--- config.mk ---
export PLATFORM = sky130hd
export DESIGN_NAME = simplez_bus_flat
export DESIGN_NICKNAME = d
export VERILOG_FILES = /design/src/rtl/simplez_bus_if.sv /design/src/rtl/simplez_bus.sv /design/src/flat_wrapper.sv
export SDC_FILE = /design/constraint.sdc
export NUM_CORES = 1
export LEC_CHECK = 0
export CORE_MARGIN = 3
export CORE_UTILIZATION = 26
export DETAILED_ROUTE_END_ITERATION = 6
export PLACE_DENSITY_LB_ADDON = 0.3
export SETUP_SLACK_MARGIN = 0.15
export SYNTH_ARGS = -nofsm -noshare
export SYNTH_HDL_FRONTEND = slang
export SYNTH_SLANG_ARGS = --single-unit
--- constraint.sdc ---
create_clock -name clk -period 4 [get_ports clk]
set_clock_uncertainty 0.2 [all_clocks]
set_input_delay 0.8 -clock clk [delete_from_list [all_inputs] [get_ports clk]]
set_output_delay 0.8 -clock clk [all_outputs]
set_load 0.03 [all_outputs]
--- src/rtl/simplez_bus_if.sv ---
// Request/acknowledge bus between the Simplez core and its slaves.
// The slave may hold bus_ack low to insert wait states.
interface simplez_bus_if #(
    parameter int DW = 12,
    parameter int AW = 9
);
    logic          bus_req;
    logic          bus_we;
    logic [AW-1:0] bus_addr;
    logic [DW-1:0] bus_wdata;
    logic [DW-1:0] bus_rdata;
    logic          bus_ack;

    modport master (
        output bus_req, bus_we, bus_addr, bus_wdata,
        input  bus_rdata, bus_ack
    );

    modport slave (
        input  bus_req, bus_we, bus_addr, bus_wdata,
        output bus_rdata, bus_ack
    );
endinterface

--- src/rtl/simplez_bus.sv ---
// Parametrised Simplez core with a wait-state bus and run/step debug control.
// Instructions are 3-bit opcode plus an AW-bit operand address.
module simplez_bus #(
    parameter int DW          = 12,
    parameter int AW          = 9,
    parameter int WAIT_CYCLES = 2400000
) (
    input  logic          clk,
    input  logic          rstn,
    input  logic          run,
    input  logic          step,
    simplez_bus_if.master bus,
    output logic [AW-1:0] pc,
    output logic [DW-1:0] acc,
    output logic          zflag,
    output logic          halted
);

    localparam logic [2:0] OP_ST  = 3'd0;
    localparam logic [2:0] OP_LD  = 3'd1;
    localparam logic [2:0] OP_ADD = 3'd2;
    localparam logic [2:0] OP_BR  = 3'd3;
    localparam logic [2:0] OP_BZ  = 3'd4;
    localparam logic [2:0] OP_CLR = 3'd5;
    localparam logic [2:0] OP_DEC = 3'd6;

    localparam logic [31:0] WAIT_M1 = 32'(WAIT_CYCLES - 1);

    typedef enum logic [2:0] {
        S_IDLE,
        S_FETCH,
        S_EXEC,
        S_MEM,
        S_WAITS,
        S_HALTED
    } state_t;

    state_t        state, state_nx;
    logic [DW-1:0] ir, ir_nx;
    logic [DW-1:0] acc_nx;
    logic [AW-1:0] pc_nx;
    logic          zflag_nx;
    logic          halted_nx;
    logic [31:0]   cnt, cnt_nx;
    logic          acc_wr;

    logic [2:0]    co;
    logic [AW-1:0] cd;
    logic          sub;
    logic [AW-1:0] pc_inc;

    assign co     = ir[DW-1 -: 3];
    assign cd     = ir[AW-1:0];
    assign sub    = ir[DW-4];
    assign pc_inc = pc + AW'(1);

    always_ff @(posedge clk) begin
        if (!rstn) begin
            state  <= S_IDLE;
            ir     <= '0;
            pc     <= '0;
            acc    <= '0;
            zflag  <= 1'b0;
            halted <= 1'b0;
            cnt    <= '0;
        end else begin
            state  <= state_nx;
            ir     <= ir_nx;
            pc     <= pc_nx;
            acc    <= acc_nx;
            zflag  <= zflag_nx;
            halted <= halted_nx;
            cnt    <= cnt_nx;
        end
    end

    always_comb begin
        state_nx  = state;
        ir_nx     = ir;
        pc_nx     = pc;
        acc_nx    = acc;
        zflag_nx  = zflag;
        halted_nx = halted;
        cnt_nx    = cnt;
        acc_wr    = 1'b0;

        unique case (state)
            S_IDLE: begin
                if (run || step) state_nx = S_FETCH;
            end
            S_FETCH: begin
                if (bus.bus_ack) begin
                    ir_nx    = bus.bus_rdata;
                    state_nx = S_EXEC;
                end
            end
            S_EXEC: begin
                state_nx = S_IDLE;
                unique case (co)
                    OP_ST, OP_LD, OP_ADD: state_nx = S_MEM;
                    OP_BR: pc_nx = cd;
                    OP_BZ: pc_nx = zflag ? cd : pc_inc;
                    OP_CLR: begin
                        acc_nx = '0;
                        acc_wr = 1'b1;
                        pc_nx  = pc_inc;
                    end
                    OP_DEC: begin
                        acc_nx = acc - DW'(1);
                        acc_wr = 1'b1;
                        pc_nx  = pc_inc;
                    end
                    default: begin
                        if (sub) begin
                            cnt_nx   = WAIT_M1;
                            state_nx = S_WAITS;
                        end else begin
                            halted_nx = 1'b1;
                            state_nx  = S_HALTED;
                        end
                    end
                endcase
            end
            S_MEM: begin
                if (bus.bus_ack) begin
                    pc_nx    = pc_inc;
                    state_nx = S_IDLE;
                    if (co == OP_LD) begin
                        acc_nx = bus.bus_rdata;
                        acc_wr = 1'b1;
                    end else if (co == OP_ADD) begin
                        acc_nx = acc + bus.bus_rdata;
                        acc_wr = 1'b1;
                    end
                end
            end
            S_WAITS: begin
                if (cnt == '0) begin
                    pc_nx    = pc_inc;
                    state_nx = S_IDLE;
                end else begin
                    cnt_nx = cnt - 32'd1;
                end
            end
            S_HALTED: begin
                state_nx = S_HALTED;
            end
            default: state_nx = S_IDLE;
        endcase

        if (acc_wr) zflag_nx = (acc_nx == '0);
    end

    // Bus outputs depend only on registered state, so they hold steady
    // for as long as the slave stretches the access.
    assign bus.bus_req   = (state == S_FETCH) || (state == S_MEM);
    assign bus.bus_we    = (state == S_MEM) && (co == OP_ST);
    assign bus.bus_addr  = (state == S_MEM)   ? cd :
                           (state == S_FETCH) ? pc : '0;
    assign bus.bus_wdata = acc;

endmodule

--- src/flat_wrapper.sv ---
// flat-port wrapper written by rule: the top's interface ports become plain ports
module simplez_bus_flat 
#(
    parameter int DW          = 12,
    parameter int AW          = 9,
    parameter int WAIT_CYCLES = 2400000
)
  (clk, rstn, run, step, pc, acc, zflag, halted, bus_bus_req, bus_bus_we, bus_bus_addr, bus_bus_wdata, bus_bus_rdata, bus_bus_ack);
  simplez_bus_if #(.DW(DW), .AW(AW)) bus_i ();
  input  logic clk;
  input  logic rstn;
  input  logic run;
  input  logic step;
  output logic [AW-1:0] pc;
  output logic [DW-1:0] acc;
  output logic zflag;
  output logic halted;
  output wire logic [$bits(bus_i.bus_req)-1:0] bus_bus_req;
  output wire logic [$bits(bus_i.bus_we)-1:0] bus_bus_we;
  output wire logic [$bits(bus_i.bus_addr)-1:0] bus_bus_addr;
  output wire logic [$bits(bus_i.bus_wdata)-1:0] bus_bus_wdata;
  input wire logic [$bits(bus_i.bus_rdata)-1:0] bus_bus_rdata;
  input wire logic [$bits(bus_i.bus_ack)-1:0] bus_bus_ack;
  assign bus_bus_req = bus_i.bus_req;
  assign bus_bus_we = bus_i.bus_we;
  assign bus_bus_addr = bus_i.bus_addr;
  assign bus_bus_wdata = bus_i.bus_wdata;
  assign bus_i.bus_rdata = bus_bus_rdata;
  assign bus_i.bus_ack = bus_bus_ack;
  simplez_bus #(.DW(DW), .AW(AW), .WAIT_CYCLES(WAIT_CYCLES)) u_core (.clk(clk), .rstn(rstn), .run(run), .step(step), .bus(bus_i), .pc(pc), .acc(acc), .zflag(zflag), .halted(halted));
endmodule
==> run summary, run 1 <==
Registers take 1400 um2. The startpoint-to-endpoint class of the critical path is input pin to register. The kind of end point of the critical path is a register. The area of the die came out at 19900 um2. The post-route minimum period is 3.48 ns. Across the VDD grid, the largest voltage drop is 0.000163 V. The number of max-cap violations is 0. The sink count of the clock tree is 70. The count of endpoints failing hold in the final timing report is 0. The average footprint of a synthesized cell is ~7.7 um2. Summed over all instances, the cell type with the most area after synthesis is dfxtp_1. The final weighted congestion of routability-driven global placement came out at 0.856. The worst hold path belongs to the class register to register. The power density of the placed cells is 297 nW/um2. The filler cells instantiated in the layout total 1868.

Yosys attributes the largest share of cell area to dfxtp_1, nor2_1, a21oi_1, nand2_1, xor2_1. The prevailing post-synth register cell is dfxtp_1. The number of iterations in the first detailed-routing pass came out at 5. The synthesized instance count came out at around 620. After layout, the worst setup slack is 0.517 ns.

At the pin with the least slew margin, the transition time is 0.866 ns. The vertical die dimension is approximately 140 um. TritonCTS built the clock tree.

The multi-input combinational cells in the finished layout cover a total of 3060 um2. The first global-routing pass estimated 23.4 mm of wire. The post-detailed-route DRC marker count is 0. The setup check on the worst reg-to-reg path leaves a slack of 0.82 ns. The initial core utilization came out at between 20% and 30%. In this run the count of I/O pins placed on the die edge is 63.

The floorplan has 48 rows. The part of the Yosys area used for sequential elements is between 20 and 30%. The H-tree generated during clock tree synthesis spans 3 levels. The fraction of the cycle the final worst path needs came out at 87.1%. The unique cell type count in the Yosys netlist came out at 71. The final-report max-slew violation count was 0. The number of nets with antenna violations after routing came out at 0. Setup violations remaining at the end of the flow were counted as 0. After the last flow step, the layout net total stands at 690. The summed negative setup slack over all endpoints is 0 ns. The data arrival time of the critical path came out at 3.57 ns. The core footprint came out at 17500 um2. The initial antenna violation count came out at 0. Relative to the synthesized area, the layout overhead comes to 22.2%. Derived from the worst setup path, the maximum achievable clock frequency is 287 MHz. The via count normalized by instance count came out at 5.26.

The routed design has 14.1 mm of wire. The count of synthesis-stage warnings from yosys is 0. The deepest clock path buffer count came out at 2. Summed over all layers, the global routing overflow is 0.

Detailed placement finished with a half-perimeter wire length of between 10 and 15 mm. The clock transition at the registers of the reported paths came out at ~0.06 ns. The required time of the worst setup path is 4.08 ns. Setup repair after global routing left no endpoint under its margin. The kind of start point of the critical path is an input pin.

The count of state elements after synthesis is 70. The horizontal extent of the die came out at 141 um. The cell area that synthesis handed to floorplanning was 4730 um2.

The mean routed wirelength per cell is 15.9 um. Across all layers, the routed design uses 4668 vias. The total nets after synthesis is about 650.

Port buffering added 62 buffers. The worst slack after detailed placement is 0.0780 ns. The flow ran to the end, and the final reports show no timing, DRC or antenna violations.

The cell at the root of the clock tree is clkbuf_16. At the later pin of the worst-skew pair, clock insertion delay measures 0.34 ns. The share of Yosys cell area claimed by the top area cell type came out at approximately 30%. The number of synthesized flops with an enable pin is 0. The maximum fanout encountered on the critical timing path is 3. The fraction of registers with async set/reset is 0%.

The number of CTS-inserted buffers came out at 9. For this run, the total global-route usage over all layers was measured as between 10% and 20%. The static power due to leakage is 2.06 nW.

0 antenna diodes ended up in the layout. The largest net degree at the start of global routing came out at 27. The post-route netlist has approximately 6.8% of its cells at a drive strength greater than 1.

The relative slew slack is 42.2%. The violation count after the first detailed-route iteration is 313. The number of global-route vias before repair is approximately 4400.

Once the clock tree was built, the setup fixing pass inserted 0 buffers.
## routing by layer
metal / GRT usage, % / share of wire [%]
met2: 22.1 / 44
met1: 20.5 / 49
met3: 2.71 / 5.6
met4: 4.44 / 1.6
met5: 0 / 0
## worst paths after layout
| check | from | end | depth (start not counted) |
|---|---|---|---|
| hold reg to reg | u_core.ir[7] | u_core.ir[7] | 2 |
| setup reg to reg | u_core.cnt[15] | u_core.cnt[6] | 8 |
| hold / removal | u_core.ir[7] | u_core.ir[7] | 2 |
| setup / recovery | bus_bus_rdata[0] | u_core.zflag | 11 |
## Yosys cell counts (all sizes together) (9+ instances only)
master	count
a211oi	10
a21oi	52
and2	14
and3	12
buf	23
clkbuf	20
dfxtp	70
ha	14
inv	14
mux2i	10
nand2	59
nand3	16
nor2	75
nor2b	9
nor3	22
nor4	10
o21ai	36
xnor2	12
xor2	23
## final cells by class
cell class / count / area share, %
multi-input cells: 490 / 52.9
flip-flops and latches: 70 / 24.2
repair buffers: 73 / 12.2
well taps: 225 / 4.87
clock buffers: 9 / 3.89
clock inverters: 7 / 1.06
inverters: 14 / 0.909
## cell families (layout without fill, tap and decap cells)
logic type,after synthesis,count (layout),share of synthesized area (%)
flops,70,70,29.6
compound gates,156,156,20.9
xor+xnor,35,35,6.48
fa+ha+maj,15,15,4.12
buf+inv,57,103,5.98
mux,11,11,2.35
simple gates,273,273,30.6
## cell usage in the layout (no fill, tap or decap), drive strengths merged, types with 16 or more instances in the layout
| cell type | instances |
|---|---|
| nand2 | 59 |
| nor2 | 75 |
| inv | 18 |
| xor2 | 23 |
| a21oi | 52 |
| o21ai | 36 |
| nor3 | 22 |
| clkdlybuf4s50 | 62 |
| nand3 | 16 |
| dfxtp | 70 |
## flip-flops by register name, summed over array words and instances (netlist names)
signal,count
u_core.zflag,1
u_core.state,3
u_core.ir,12
u_core.acc,12
u_core.cnt,32
u_core.halted,1
u_core.pc,9
## power breakdown
part           switching, W  total, W  internal, W
logic              0.000139  0.000216    0.0000778
clock network      0.000346  0.000777     0.000432
registers         0.0000160  0.000724     0.000708
total              0.000500   0.00172      0.00122
## worst max-delay path, stage by stage
cell,delay [ns]
clkdlybuf4s50_1,0.45
ha_1,0.25
fa_1,0.44
a211oi_2,0.28
o21ai_1,0.16
a31oi_1,0.26
nor4b_1,0.26
o21ai_0,0.15
nor4b_1,0.29
nand4_1,0.13
nand2_1,0.08
## per-stage QoR
step                      total power (W)  hold slack [ns]  instance area [um2]  utilization, %  cells
after floorplan                  0.000873            0.248                 4730               -    617
after global placement           0.000955            0.270                 5490            31.3    872
after detailed placement         0.000955            0.275                 5490            31.3    872
after CTS                         0.00174            0.283                 5780            32.9    888
after global routing              0.00179            0.319                 5780            33.0    888
final                             0.00172            0.278                 5780            33.0    888
## repair_timing
action | in CTS | in global routing
endpoints found under the setup margin | 0 | 1
resized for setup | 0 | 2
hold buffers | 0 | 0
(Power assumes the default switching activity.)
==> inputs of run 2 (changes only) <==
--- a/config.mk
+++ b/config.mk
@@ -7,6 +7,7 @@
 export LEC_CHECK = 0
 export CORE_MARGIN = 3
 export CORE_UTILIZATION = 26
+export CTS_CLUSTER_DIAMETER = 150
 export DETAILED_ROUTE_END_ITERATION = 6
 export PLACE_DENSITY_LB_ADDON = 0.3
 export SETUP_SLACK_MARGIN = 0.15
==> results of run 2 <==
No change in the layout: final DEF, timing and power equal those of run 1.
